## src/rtl/wlmr_iter_reducer.sv

```systemverilog
`default_nettype none
// ============================================================================
//  Module      : wlmr_iter_reducer
//  Description : Iterative word-level Montgomery reducer for primes of the
//                form q = qH*2^W_SIZE + 1. Reduces one double-width product
//                T < q^2 by reusing a single stage for STAGES cycles and
//                returns T*2^(-W_SIZE*STAGES) mod q with valid/ready
//                handshakes on both sides.
//  Options     : define WLMR_CORR_EN to add the final conditional
//                subtraction (result in [0,q)); without it the result is
//                lazy (in [0,2q)) and arrives one cycle earlier.
//  Revision    : 1.0 - initial release
// ============================================================================
module wlmr_iter_reducer #(
  parameter int DATA_W = 32,
  parameter int W_SIZE = 16,
  parameter int STAGES = 2
) (
  input  logic                     clk,
  input  logic                     n_reset,
  input  logic                     in_valid,
  output logic                     in_ready,
  input  logic [2*DATA_W-1:0]      in_data,
  input  logic [DATA_W-W_SIZE-1:0] in_qh,
  output logic                     out_valid,
  input  logic                     out_ready,
  output logic [DATA_W:0]          out_data,
  output logic                     busy
);

  localparam int ACC_W = 2*DATA_W + 1;
  localparam int QH_W  = DATA_W - W_SIZE;
  localparam int CNT_W = (STAGES > 1) ? $clog2(STAGES) : 1;

  typedef enum logic [1:0] {
    S_IDLE = 2'd0,
    S_RED  = 2'd1,
    S_CORR = 2'd2,
    S_DONE = 2'd3
  } state_t;

  state_t            state_q, state_d;
  logic [ACC_W-1:0]  acc_q,   acc_d;
  logic [CNT_W-1:0]  cnt_q,   cnt_d;
  logic [QH_W-1:0]   qh_q,    qh_d;

  logic [W_SIZE-1:0] t2l;
  logic [W_SIZE-1:0] t2;
  logic              carry;
  logic [DATA_W-1:0] prod;
  logic [ACC_W-1:0]  stage_acc;
  logic              last_stage;

  // One Montgomery stage: add q*T2 to clear the low word, then drop it.
  // The low word plus T2 is either 0 or exactly 2^W_SIZE, so the carry into
  // the shifted value is simply (T2L != 0).
  always_comb begin
    t2l       = acc_q[W_SIZE-1:0];
    t2        = (~t2l) + W_SIZE'(1);
    carry     = |t2l;
    prod      = DATA_W'(qh_q) * DATA_W'(t2);
    stage_acc = (acc_q >> W_SIZE) + ACC_W'(prod) + ACC_W'(carry);
    last_stage = (cnt_q == CNT_W'(STAGES - 1));
  end

`ifdef WLMR_CORR_EN
  logic [ACC_W-1:0] q_full;
  logic [ACC_W-1:0] corr_acc;

  // Final conditional subtraction brings the [0,2q) result into [0,q).
  always_comb begin
    q_full   = ACC_W'({qh_q, {W_SIZE{1'b0}}}) + ACC_W'(1);
    corr_acc = (acc_q >= q_full) ? (acc_q - q_full) : acc_q;
  end
`endif

  // Next-state and datapath update for the IDLE/RED/CORR/DONE sequence.
  always_comb begin
    state_d = state_q;
    acc_d   = acc_q;
    cnt_d   = cnt_q;
    qh_d    = qh_q;
    case (state_q)
      S_IDLE: begin
        if (in_valid) begin
          acc_d   = ACC_W'(in_data);
          qh_d    = in_qh;
          cnt_d   = '0;
          state_d = S_RED;
        end
      end
      S_RED: begin
        acc_d = stage_acc;
        cnt_d = cnt_q + CNT_W'(1);
        if (last_stage) begin
`ifdef WLMR_CORR_EN
          state_d = S_CORR;
`else
          state_d = S_DONE;
`endif
        end
      end
`ifdef WLMR_CORR_EN
      S_CORR: begin
        acc_d   = corr_acc;
        state_d = S_DONE;
      end
`endif
      S_DONE: begin
        if (out_ready) begin
          state_d = S_IDLE;
        end
      end
      default: begin
        state_d = S_IDLE;
      end
    endcase
  end

  // State and datapath registers; reset discards any in-flight operand.
  always_ff @(posedge clk or negedge n_reset) begin
    if (!n_reset) begin
      state_q <= S_IDLE;
      acc_q   <= '0;
      cnt_q   <= '0;
      qh_q    <= '0;
    end else begin
      state_q <= state_d;
      acc_q   <= acc_d;
      cnt_q   <= cnt_d;
      qh_q    <= qh_d;
    end
  end

  // Handshake and status outputs decode the registered state only.
  always_comb begin
    in_ready  = (state_q == S_IDLE);
    busy      = (state_q != S_IDLE);
    out_valid = (state_q == S_DONE);
    out_data  = out_valid ? acc_q[DATA_W:0] : '0;
  end

endmodule
`default_nettype wire

```

## config.mk

```make
export PLATFORM = sky130hd
export DESIGN_NAME = wlmr_iter_reducer
export DESIGN_NICKNAME = d
export VERILOG_FILES = /design/src/rtl/wlmr_iter_reducer.sv
export SDC_FILE = /design/constraint.sdc
export NUM_CORES = 1
export LEC_CHECK = 0
export ABC_AREA = 1
export CORE_ASPECT_RATIO = 0.9
export CORE_MARGIN = 10
export CORE_UTILIZATION = 45
export CTS_BUF_LIST = sky130_fd_sc_hd__clkbuf_8
export CTS_CLUSTER_DIAMETER = 200
export DETAILED_ROUTE_END_ITERATION = 10
export GPL_TIMING_DRIVEN = 0
export PLACE_DENSITY = 0.64
export SYNTH_ARGS = -nofsm -noshare
export SYNTH_HDL_FRONTEND = slang
export SYNTH_SLANG_ARGS = --single-unit
```

## constraint.sdc

```tcl
create_clock -name clk -period 10.7 [get_ports clk]
set_input_delay 1.605 -clock clk [delete_from_list [all_inputs] [get_ports clk]]
set_output_delay 1.605 -clock clk [all_outputs]
set_load 0.01 [all_outputs]
```

==> impl_metrics.ini, run 1 <==
[clock_tree]
numCtsBuffers = 9
post_cts_buffers = 0
ctsHoldBuffers = 0
cts.clk_slew.worst_paths_ns = 0.11
cts-root-buf = clkbuf_8
clkSinkCount = 83
clock_latency_ns = 0.44
ctsResizeCount = 0
cts_buffer_depth = 2
cts_tree = yes
htree_levels = 3

[global_route]
grt_max_degree = 64
met2_usage_pct = 42.0
grtUsageMet3_pct = 6.12
grt_use_met1_pct = 35.4
grt_first_pass_wirelength_um = 85300
grt_usage_pct = 26.5
antenna_found_initial = 0
grt_pass1_vias = 14500
overflow = 0
busiest_layer = met2

[detailed_routing]
drc_errors = 0
wl_per_cell_um = 19.5
dr.pass1.iters = 5
viasPerCell = 5.11
num_vias = 14500
antenna_left = 0
drtIter0Drc = 1211
drt-total-wl_um = 55300

[synth]
seq_area_frac_synth_pct = 13.4
yosysWarnings = 0
syn-num-nets = 2658
netlist_instances = 2234
ys_types = 38
synth_area_per_cell_um2 = 6.93
yosys-top-cells-area = fa_1 29%, inv_1 14%, nand2_1 14%
synth_seq_cells = 83
syn_area_mm2 = 0.0155
synth_top_area_cell = fa_1
netlist.area_leader.share_pct = 29.2

[timing]
final_hold_viol_count = 0
tightest_slew_ns = 1.16
fin_skew_ns = 0.0213
min_period_over_period_pct = 72.2
min_period_ns = 7.73
relSlewSlack_pct = 22.1
slew_violations = 0
fmax_mhz = 129
tns_ns = 0
setup_viol = 0
rsz0062_at_grt = no

[die]
die_height_um = 196
rows = 64
die_area_mm2 = 0.0422
start_util_pct = 45.6
die_w_um = 215
core_area_mm2 = 0.0340
io_pins = 120

[placed_design]
hpwl_um = 47800
io_buffers = 118
placed_cells = 2815
gp_congestion = 0.996

[worst_setup_path]
reg2reg_depth = 32
crit_fanout = 10
r2r_setup_slack_ns = 2.97
required_ns = 11.02
crit_arrival_ns = 8.05
startpoint_type = flip-flop
worstReg2RegEnd = acc_q[40]
reg2reg_from = acc_q[4]
critical_path_class = reg2reg
cpPeakStageDelay_ns = 0.56
cpMostUsedCell = nand2_1
end_kind = flip-flop
slowest_stage = fa_1

[cells_and_area]
syn_to_final_growth_pct = 12.8
final_nets = 2788
final_common_cell = inv_1
final_util_pct = 51.4
layout-drive-gt1-share_pct = 2.62
n_antenna_cell = 0
instances_no_fill = 2831
layout_common_cells = 569 x inv_1, 563 x nand2_1, 294 x nor2_1

[hold_path]
hp-class = reg2reg
min_to = acc_q[43]
hold_start = acc_q[43]
min_path_cells = 2

[job]
maxCapViolations = 0

[status]
status = completed
worst max-delay path by stage:
stage,from,depth (start not counted),to,slack (ns)
detailed placement,acc_q[0],33,acc_q[42],3.14
floorplan,acc_q[0],33,acc_q[38],4.57
finish,acc_q[4],32,acc_q[40],2.97
CTS,acc_q[0],33,acc_q[42],3.06
global route,acc_q[0],33,acc_q[42],2.47
global placement,acc_q[4],32,acc_q[38],3.09
stage by stage:
step	setup WS, ns	hold slack [ns]	area (um^2)
finish	2.97	0.488	17500
global route	2.47	0.508	17500
CTS	3.06	0.492	17500
detailed placement	3.14	0.469	17300
global placement	3.09	0.469	17200
floorplan	4.57	0.449	15500
kinds of logic (layout without fill, tap and decap cells):
family / count (synthesis) / after routing / share of synthesized area (%)
adders and majority gates: 340 / 340 / 38.5
buffers and inverters: 644 / 779 / 15.8
xor gates and xnor gates: 17 / 17 / 0.962
and+or+nand+nor: 1010 / 1010 / 26.4
DFF: 83 / 83 / 13.4
AOI/OAI and AO/OA: 140 / 140 / 4.97
flip-flops by register name, summed over array words and instances (netlist names):
signal	flops
qh_q	16
acc_q	64
state_q	2
cnt_q	1
critical path, delay by kind of cell, from the launching register on:
kind / cells / cell delay, ns
DFF: 1 / 0.46
buffers and inverters: 8 / 1.23
AOI/OAI and AO/OA: 1 / 0.16
and+or+nand+nor: 16 / 2.34
adders and majority gates: 7 / 3.41
cell usage after synthesis (all sizes together):
library cell  instances
nand3b                1
fa                  226
clkbuf               45
nor2                308
o22ai                 7
or2                   3
xor2                  4
ha                  114
o31ai                 3
xnor2                13
nor4b                 1
buf                  17
nand4                16
nor4                  5
clkinv                8
a32o                  2
inv                 574
nand3               102
dfrtp                83
a21o                  1
nand2               565
o21ai                62
and2                  3
nor3                  6
o211ai               10
o21bai                3
a21oi                52
metal layers:
| metal | up-vias | wire, um |
|---|---|---|
| met5 | - | 0 |
| met2 | 592 | 24700 |
| met4 | 0 | 1650 |
| li1 | 6782 | - |
| met1 | 6993 | 24100 |
| met3 | 89 | 4770 |
area by class of cell:
| class | count | area, um^2 |
|---|---|---|
| fillers | 3524 | 16500 |
| multi-input cells | 1507 | 11000 |
| flip-flops and latches | 83 | 2080 |
| clock inverters | 3 | 20.0 |
| clock buffers | 13 | 179 |
| plain buffers | 62 | 264 |
| repair buffers | 119 | 1210 |
| inverters | 582 | 2180 |
| well taps | 462 | 578 |
Power of run 1 is not shown: default switching activity piles up to over one toggle a cycle in this logic, so the estimate is an artifact.
==> run 2: changes to the inputs <==
==> constraint.sdc (replaced) <==
create_clock -name clk -period 7.6 [get_ports clk]
set_input_delay 1.14 -clock clk [delete_from_list [all_inputs] [get_ports clk]]
set_output_delay 1.14 -clock clk [all_outputs]
set_load 0.01 [all_outputs]
==> run 2 against run 1 <==
  * Critical path depth up 2
  * Critical path type unchanged
  * Final area increased by 1.3%
  * Final cell count increased by 0.11%
  * Clock-buffer cell count stayed put
  * Sequential share of layout area is 0.16 points lower
==> impl_metrics.ini, run 2 (same netlist as run 1, synthesis figures left out) <==
[status]
status = completed

[cells_and_area]
n_fill_cell = 3520
final_common_cell = inv_1
n_antenna_cell = 0
largest-register = acc_q
final_nets = 2791
reg.largest.list = acc_q: 64 flops, qh_q: 16 flops, state_q: 2 flops
seqCellArea_mm2 = 0.00208
syn_to_final_growth_pct = 14.3
largest_register_ffs = 64
multi_input_area_mm2 = 0.0111
layout_common_cells = 566 x inv_1, 550 x nand2_1, 279 x nor2_1
layout-drive-gt1-share_pct = 4.93

[detailed_routing]
num_vias = 14500
drc_errors = 0
wl_per_cell_um = 19.6
viasPerCell = 5.11
antenna_left = 0
drt-total-wl_um = 55500
drtIter0Drc = 1183
dr.pass1.iters = 5

[placed_design]
hpwl_um = 47800
gp_congestion = 0.996
io_buffers = 118

[worst_setup_path]
r2r_setup_slack_ns = 0.27
crit_arrival_ns = 7.65
crit_start = acc_q[0]
cpMostUsedCell = nand2_1
reg2reg_from = acc_q[0]
worstReg2RegEnd = acc_q[40]
slowest_stage = fa_1
cpPeakStageDelay_ns = 0.54
required_ns = 7.92
crit_fanout = 10
end_kind = flip-flop
critical_path_class = reg2reg
startpoint_type = flip-flop
setup.worst_path.end = acc_q[40]
reg2reg_depth = 34

[global_route]
grt_first_pass_wirelength_um = 85300
grt_pass1_vias = 14500
overflow = 0
grt_max_degree = 64
antenna_found_initial = 0
grt_usage_pct = 26.5

[die]
die_area_mm2 = 0.0422
start_util_pct = 45.6
core_area_mm2 = 0.0340
io_pins = 120
rows = 64
die_height_um = 196
die_w_um = 215

[timing]
tns_ns = 0
min_period_ns = 7.33
fmax_mhz = 136
setup_viol = 0
slew_violations = 0
tightest_slew_ns = 0.948
fin_skew_ns = 0.0200
final_hold_viol_count = 0
relSlewSlack_pct = 36.8
min_period_over_period_pct = 96.4

[clock_tree]
numCtsBuffers = 9
cts_buffer_depth = 2
clkSinkCount = 83
cts-root-buf = clkbuf_8
htree_levels = 3
clock_latency_ns = 0.44
cts_tree = yes
cts.clk_slew.worst_paths_ns = 0.11

[hold_path]
hp-class = reg2reg

[job]
maxCapViolations = 0
-- run 2: critical path, delay by kind of cell (launching register included) --
kind | cells | cell delay (ns)
buffers and inverters | 6 | 0.62
AO/OA/AOI/OAI | 1 | 0.26
adder cells (fa/ha/maj) | 8 | 3.51
flip-flops | 1 | 0.38
AND/OR/NAND/NOR | 19 | 2.45
-- run 2: how the worst min path moves through the flow --
stage	start	end	depth (start not counted)
3_3_place_gp	acc_q[35]	acc_q[35]	2
6_report	acc_q[43]	acc_q[43]	2
5_1_grt	acc_q[31]	acc_q[31]	2
3_5_place_dp	acc_q[43]	acc_q[43]	2
4_1_cts	acc_q[43]	acc_q[43]	2
2_1_floorplan	acc_q[27]	acc_q[27]	2
-- run 2: final cells by class --
type                    instances  area share [%]
multi-input cells            1507            62.9
inverters                     582            12.4
flip-flops and latches         83            11.7
repair buffers                122            6.94
well taps                     462            3.27
plain buffers                  62            1.58
clock buffers                  13            1.01
clock inverters                 3           0.113
-- run 2: metrics by stage --
step	hold WS [ns]	worst slack (ns)	instances	cell area [um^2]	util [%]
after floorplan	0.449	1.47	2234	15500	-
after detailed placement	0.469	0.0433	2815	17300	50.8
after global routing	0.508	-0.0391	2834	17700	52.1
final	0.488	0.272	2834	17700	52.1
after global placement	0.469	-0.0142	2814	17200	50.8
after CTS	0.492	0.0107	2831	17500	51.4
-- run 2: timing repair --
| action | CTS | global route |
|---|---|---|
| setup endpoints to repair | 3 | 31 |
| pin swaps | 0 | 5 |
| resized for setup | 2 | 66 |
| setup buffers | 0 | 3 |
| hold buffers | 0 | 0 |
-- run 2: routing by layer --
layer | wire length, um | global-route usage [%] | vias to the layer above
met5 | 0 | 0 | -
met4 | 1720 | 8.26 | 0
met3 | 4870 | 6.12 | 89
met2 | 25000 | 42.0 | 586
met1 | 24000 | 35.4 | 6993
li1 | - | - | 6804
Power of run 2 is left out for the same reason.
